File: src/rtl/scc_pkg.sv
// Shared types and helpers for the output-layer spike count classifier.
// Holds the controller state encoding, the default counter width and the
// counter increment helper used by every channel.
package scc_pkg;

  typedef enum logic [2:0] {
    IDLE,
    COUNT,
    DRAIN1,
    DRAIN2,
    SCAN,
    DONE
  } scc_state_t;

  localparam int CNT_W_DEFAULT = 3;
  localparam int CNT_MAX       = (1 << CNT_W_DEFAULT) - 1;

  // Next counter value: at the ceiling either hold (saturating) or roll
  // over to zero (wrapping). The ceiling is passed in so that one helper
  // serves any counter width.
  function automatic logic [31:0] sat_inc(
    input logic [31:0] cnt,
    input logic        sat_en,
    input logic [31:0] max = 32'(CNT_MAX)
  );
    if (cnt >= max) begin
      sat_inc = sat_en ? max : 32'd0;
    end else begin
      sat_inc = cnt + 32'd1;
    end
  endfunction

endpackage

File: src/rtl/spike_edge_counter.sv
// Per-channel gated spike edge counter: two-flop sample pair, rising-edge
// detect and a saturating or wrapping potential counter.
// Latency: gated spike high before edge k updates cnt at edge k+1.
// Backpressure: none; counting is enabled or frozen by cnt_en.
// Ports: clk, rst_n (async active-low), clr (sync clear of all state),
//        cnt_en (edges may land), spike_g (already gated spike level),
//        cnt (live potential).
module spike_edge_counter
  import scc_pkg::*;
#(
  parameter int CNT_W  = CNT_W_DEFAULT,
  parameter bit SAT_EN = 1'b1
) (
  input  logic             clk,
  input  logic             rst_n,
  input  logic             clr,
  input  logic             cnt_en,
  input  logic             spike_g,
  output logic [CNT_W-1:0] cnt
);

  localparam logic [31:0] MAX_VAL = (32'd1 << CNT_W) - 32'd1;

  logic s1;
  logic s2;

  always_ff @(posedge clk or negedge rst_n) begin
    if (!rst_n) begin
      s1  <= 1'b0;
      s2  <= 1'b0;
      cnt <= '0;
    end else if (clr) begin
      s1  <= 1'b0;
      s2  <= 1'b0;
      cnt <= '0;
    end else begin
      s1 <= spike_g;
      s2 <= s1;
      // A level held high produces a single s1 & !s2 cycle, so it counts once.
      if (cnt_en && s1 && !s2) begin
        cnt <= CNT_W'(sat_inc(32'(cnt), SAT_EN, MAX_VAL));
      end
    end
  end

endmodule

File: src/rtl/spike_count_classifier.sv
// N-channel output-layer spike counter with sequential argmax classifier.
// Latency: class_valid rises N_CH+2 clocks after the edge that samples win_end.
// Backpressure: result is held (class_valid high, fields stable) until class_ack.
// Ports: clk, rst_n (async active-low); start opens a fresh window;
//        en_u gates spikes; spike[N_CH] raw levels; win_end closes window;
//        class_ack consumes result; potential_u live counters;
//        class_valid/class_idx/class_cnt/tie result; busy while counting/scanning.
module spike_count_classifier
  import scc_pkg::*;
#(
  parameter int N_CH   = 10,
  parameter int CNT_W  = CNT_W_DEFAULT,
  parameter bit SAT_EN = 1'b1,
  parameter int IDX_W  = $clog2(N_CH)
) (
  input  logic                  clk,
  input  logic                  rst_n,
  input  logic                  start,
  input  logic                  en_u,
  input  logic [N_CH-1:0]       spike,
  input  logic                  win_end,
  input  logic                  class_ack,
  output logic [N_CH*CNT_W-1:0] potential_u,
  output logic                  class_valid,
  output logic [IDX_W-1:0]      class_idx,
  output logic [CNT_W-1:0]      class_cnt,
  output logic                  tie,
  output logic                  busy
);

  localparam logic [IDX_W-1:0] LAST_IDX = IDX_W'(N_CH - 1);

  scc_state_t       state;
  scc_state_t       state_nxt;

  logic [CNT_W-1:0] ch_cnt [N_CH];
  logic             gate_open;
  logic             cnt_en;

  logic [IDX_W-1:0] scan_idx;
  logic [IDX_W-1:0] best_idx;
  logic [CNT_W-1:0] best_cnt;
  logic             tie_run;
  logic [CNT_W-1:0] cur_cnt;
  logic [IDX_W-1:0] cand_idx;
  logic [CNT_W-1:0] cand_cnt;
  logic             cand_tie;
  logic             scan_last;

  // The gate also closes on the cycle that carries win_end, so a spike
  // coinciding with the window close never reaches the sample pair.
  assign gate_open = en_u & (state == COUNT) & ~win_end;
  // Counting stays enabled through both drain cycles so edges already in
  // the sample pair still land before the scan reads the counters.
  assign cnt_en    = (state == COUNT) || (state == DRAIN1) || (state == DRAIN2);
  assign busy      = (state != IDLE) && (state != DONE);

  for (genvar gi = 0; gi < N_CH; gi++) begin : g_ch
    spike_edge_counter #(
      .CNT_W  (CNT_W),
      .SAT_EN (SAT_EN)
    ) u_cnt (
      .clk     (clk),
      .rst_n   (rst_n),
      .clr     (start),
      .cnt_en  (cnt_en),
      .spike_g (spike[gi] & gate_open),
      .cnt     (ch_cnt[gi])
    );
    assign potential_u[gi*CNT_W +: CNT_W] = ch_cnt[gi];
  end

  always_ff @(posedge clk or negedge rst_n) begin
    if (!rst_n) begin
      state <= IDLE;
    end else begin
      state <= state_nxt;
    end
  end

  always_comb begin
    state_nxt = state;
    if (start) begin
      state_nxt = COUNT;
    end else begin
      case (state)
        IDLE:    state_nxt = IDLE;
        COUNT:   if (win_end) state_nxt = DRAIN1;
        DRAIN1:  state_nxt = DRAIN2;
        DRAIN2:  state_nxt = SCAN;
        SCAN:    if (scan_last) state_nxt = DONE;
        DONE:    if (class_ack) state_nxt = IDLE;
        default: state_nxt = IDLE;
      endcase
    end
  end

  assign cur_cnt   = ch_cnt[scan_idx];
  assign scan_last = (scan_idx == LAST_IDX);

  // One channel per clock: channel 0 seeds the running best, a strictly
  // larger count replaces it (so the lowest index keeps ties), and any
  // later equal count flags a tie.
  always_comb begin
    cand_idx = best_idx;
    cand_cnt = best_cnt;
    cand_tie = tie_run;
    if (scan_idx == '0) begin
      cand_idx = '0;
      cand_cnt = cur_cnt;
      cand_tie = 1'b0;
    end else if (cur_cnt > best_cnt) begin
      cand_idx = scan_idx;
      cand_cnt = cur_cnt;
      cand_tie = 1'b0;
    end else if (cur_cnt == best_cnt) begin
      cand_tie = 1'b1;
    end
  end

  always_ff @(posedge clk or negedge rst_n) begin
    if (!rst_n) begin
      scan_idx    <= '0;
      best_idx    <= '0;
      best_cnt    <= '0;
      tie_run     <= 1'b0;
      class_valid <= 1'b0;
      class_idx   <= '0;
      class_cnt   <= '0;
      tie         <= 1'b0;
    end else if (start) begin
      scan_idx    <= '0;
      best_idx    <= '0;
      best_cnt    <= '0;
      tie_run     <= 1'b0;
      class_valid <= 1'b0;
      class_idx   <= '0;
      class_cnt   <= '0;
      tie         <= 1'b0;
    end else begin
      case (state)
        DRAIN2: scan_idx <= '0;
        SCAN: begin
          best_idx <= cand_idx;
          best_cnt <= cand_cnt;
          tie_run  <= cand_tie;
          scan_idx <= scan_idx + IDX_W'(1);
          if (scan_last) begin
            class_valid <= 1'b1;
            class_idx   <= cand_idx;
            class_cnt   <= cand_cnt;
            // An all-zero window has no real winner; report it as a tie.
            tie         <= cand_tie | (cand_cnt == '0);
          end
        end
        DONE: if (class_ack) class_valid <= 1'b0;
        default: ;
      endcase
    end
  end

endmodule
File: config.mk
export PLATFORM = sky130hd
export DESIGN_NAME = spike_count_classifier
export DESIGN_NICKNAME = d
export VERILOG_FILES = /design/src/rtl/scc_pkg.sv /design/src/rtl/spike_edge_counter.sv /design/src/rtl/spike_count_classifier.sv
export SDC_FILE = /design/constraint.sdc
export NUM_CORES = 1
export LEC_CHECK = 0
export CORE_UTILIZATION = 35
export DETAILED_ROUTE_END_ITERATION = 8
export PLACE_DENSITY = 0.6
export SYNTH_ARGS = -nofsm -noshare
export SYNTH_HDL_FRONTEND = slang
export SYNTH_HIERARCHICAL = 1
export SYNTH_SLANG_ARGS = --single-unit
File: constraint.sdc
create_clock -name clk -period 4.3 [get_ports clk]
set_clock_uncertainty 0.05 [all_clocks]
set_input_delay 1.29 -clock clk [delete_from_list [all_inputs] [get_ports clk]]
set_output_delay 1.29 -clock clk [all_outputs]
set_load 0.05 [all_outputs]
==> flow_metrics.py <==
metrics = {
    "outcome": {
        "status": "finished, violations left",
        "failed_checks": "DRC",
    },
    "setup_path": {
        "crit_type": "flop to flop",
        "crit_arrival_ps": 3560,
        "worstSetupEndpointType": "flop",
        "cp.required_ps": 4520,
        "rr_worst_depth": 9,
        "cp_cell_sequence": "and2b_1 -> a2111oi_2 -> o41ai_2 -> ha_1 -> a21oi_1 -> a21o_1 -> nand2_1 -> o41ai_1 -> a41o_1",
        "slowest_stage": "dfrtp_1",
        "critPathLaunchType": "flop",
        "rr_startpoint": "scan_idx[1]",
        "critPathMaxStageDelay_ps": 870,
        "r2r_end": "tie",
        "rrSetupSlack_ps": 960,
        "worstPathMaxFanout": 25,
    },
    "floorplan": {
        "fp.dieH_um": 113,
        "rows": 40,
        "chipWidth_um": 113,
        "core_mm2": 0.0120,
        "ios": 56,
        "initial_core_util": 0.359,
        "dieArea_mm2": 0.0128,
    },
    "synthesis": {
        "yosysMostFrequentCell": "dfrtp_1",
        "yosys_warnings": 6,
        "synth_commonest_cells": "dfrtp_1, nor3_1, nor2_1",
        "synth_ff_type": "dfrtp_1",
        "ys_types": 46,
        "async_flop_share": 1.00,
        "synth_top_area_cell": "dfrtp_1",
        "synth_area_mm2": 0.00431,
        "syn-instance-count": 412,
        "synth_edf_count": 0,
        "ys_seq_area_frac": 0.429,
        "syn_nets": 454,
        "yosysTopAreaCellShare": 0.429,
        "synth_seq_cells": 74,
        "avgSynthCellArea_um2": 10.5,
        "synth.area.top_cells": "dfrtp_1, ha_1, nor3_1",
    },
    "power": {
        "pwr_density_cell_mw_per_mm2": 323,
        "vdd_drop_max_v": 0.000202,
        "cellLeakagePower_nw": 2.40,
    },
    "placement": {
        "io_buffer_count": 55,
        "pre_cts_slack_ps": 1010,
        "gp_congestion": 0.855,
        "place_hpwl_mm": 6.68,
    },
    "clocking": {
        "cts_hold_buf": 0,
        "htree_levels": 3,
        "cts_tree": "built",
        "cts-resized-gates": 0,
        "clkTransAtPathRegs_ps": 60,
        "postCtsSetupRepairBufs": 0,
        "clock_path_buffers": 2,
        "cts_root_buf": "clkbuf_16",
        "cts.sinks": 74,
        "cts_buffers": 9,
        "insertion_delay_ps": 330,
    },
    "sta": {
        "grt_setup_unrepaired": "no",
        "slew_headroom": 0.376,
        "finalSetupTns_ps": 0,
        "finalHoldViolCount": 0,
        "setup_viol": 0,
        "final-max-slew-violation-count": 0,
        "whs_ps": 432,
        "fmax_mhz": 300,
        "setup_ws_ps": 963,
        "tightest_slew_ps": 936,
        "period_share": 0.776,
        "layout_min_cycle_time_ps": 3340,
    },
    "detailed_routing": {
        "dr.first_iter.drc_count": 123,
        "drt-total-wl_mm": 9.55,
        "antenna_left": 0,
        "routed_via_density": 5.41,
        "first_pass_iters": 6,
        "vias": 3347,
        "wl_per_cell_um": 15.4,
        "drc_errors": 1,
    },
    "global_route": {
        "grt_usage": 0.161,
        "grt_max_degree": 75,
        "antenna_found_initial": 0,
        "grt_overflow": 0,
        "grt_pass1_vias": 3329,
        "grt_pass1_wl_mm": 16.3,
    },
    "job": {
        "drv_cap": 0,
    },
    "worst_hold_path": {
        "hold_path.class": "flop to flop",
        "min_path_cells": 2,
        "holdCritStartpoint": "class_cnt[2]",
        "holdPathEnd": "class_cnt[2]",
    },
    "cells_and_area": {
        "drive_gt1_frac": 0.136,
        "num_antenna_cells": 0,
        "areaGrowthSynthToFinish_pct": 22.9,
        "final_nets": 510,
        "fill_cells": 1146,
    },
}
==> kinds of logic after synthesis <==
logic type                 count (synthesis)  share of synthesized area
adders and majority gates                 26                     0.0754
xor gates and xnor gates                   1                    0.00203
buffers and inverters                     28                     0.0296
DFF                                       74                      0.429
muxes                                     15                     0.0374
AOI/OAI and AO/OA                         87                      0.169
and+or+nand+nor                          181                      0.257
==> registers in the layout (all words and copies together), names as in the netlist <==
name / flops
g_ch.u_cnt/cnt: 30
g_ch.u_cnt/s1: 10
g_ch.u_cnt/s2: 10
best_idx: 4
class_idx: 4
scan_idx: 4
best_cnt: 3
class_cnt: 3
state: 3
class_valid: 1
tie: 1
tie_run: 1
==> final cells by class <==
type | instances | area [um^2] | share of cell area
multi-input cells | 310 | 2330 | 0.441
inverters | 15 | 56.3 | 0.0106
flip-flops and latches | 74 | 1850 | 0.350
clock buffers | 9 | 225 | 0.0425
clock inverters | 6 | 82.6 | 0.0156
well taps | 147 | 184 | 0.0347
repair buffers | 58 | 563 | 0.106
==> report_power, final <==
part           switching (mW)  leakage, nW  total, mW  internal (mW)
logic                   0.118         1.22      0.187         0.0686
clock network           0.283        0.151      0.784          0.501
registers              0.0279         1.03      0.738          0.710
total                   0.429         2.40       1.71           1.28
==> layer usage <==
layer  vias up  track usage  wire length (um)
met5         -            0                 0
met4         0       0.0737               229
met3        14       0.0257               295
met2        57        0.268              4650
met1      1640        0.206              4380
li1       1636            -                 -
==> worst max path at each step <==
stage	from	endpoint	cells after the start
5_1_grt	scan_idx[1]	tie	9
6_report	scan_idx[1]	tie	9
3_3_place_gp	scan_idx[1]	tie	9
2_1_floorplan	g_ch[0].u_cnt/cnt[1]	best_idx[0]	9
3_5_place_dp	scan_idx[1]	tie	9
4_1_cts	state[0]	busy	3
==> cells in the final DEF (no fill, tap or decap), drive strengths merged, types with 14 or more instances in the layout <==
master	count
nor2b	29
a2111oi	14
a21oi	14
dfrtp	74
nor3	44
a211oi	14
ha	26
clkdlybuf4s50	53
inv	15
nand2	25
nor2	33
==> worst max-delay path, delay by kind of cell, from the launching register on <==
| kind | cells | cell delay [ps] |
|---|---|---|
| compound gates | 6 | 1620 |
| fa+ha+maj | 1 | 330 |
| flops | 1 | 870 |
| simple gates | 2 | 400 |
==> through the flow <==
stage / area, um^2 / util / cells / power (mW)
global route: 5300 / 0.441 / 619 / 1.77
CTS: 5300 / 0.441 / 619 / 1.73
detailed placement: 4990 / 0.415 / 604 / 0.940
floorplan: 4310 / - / 412 / 0.862
finish: 5300 / 0.441 / 619 / 1.71
global placement: 4990 / 0.415 / 604 / 0.936
(Power assumes the default switching activity.)
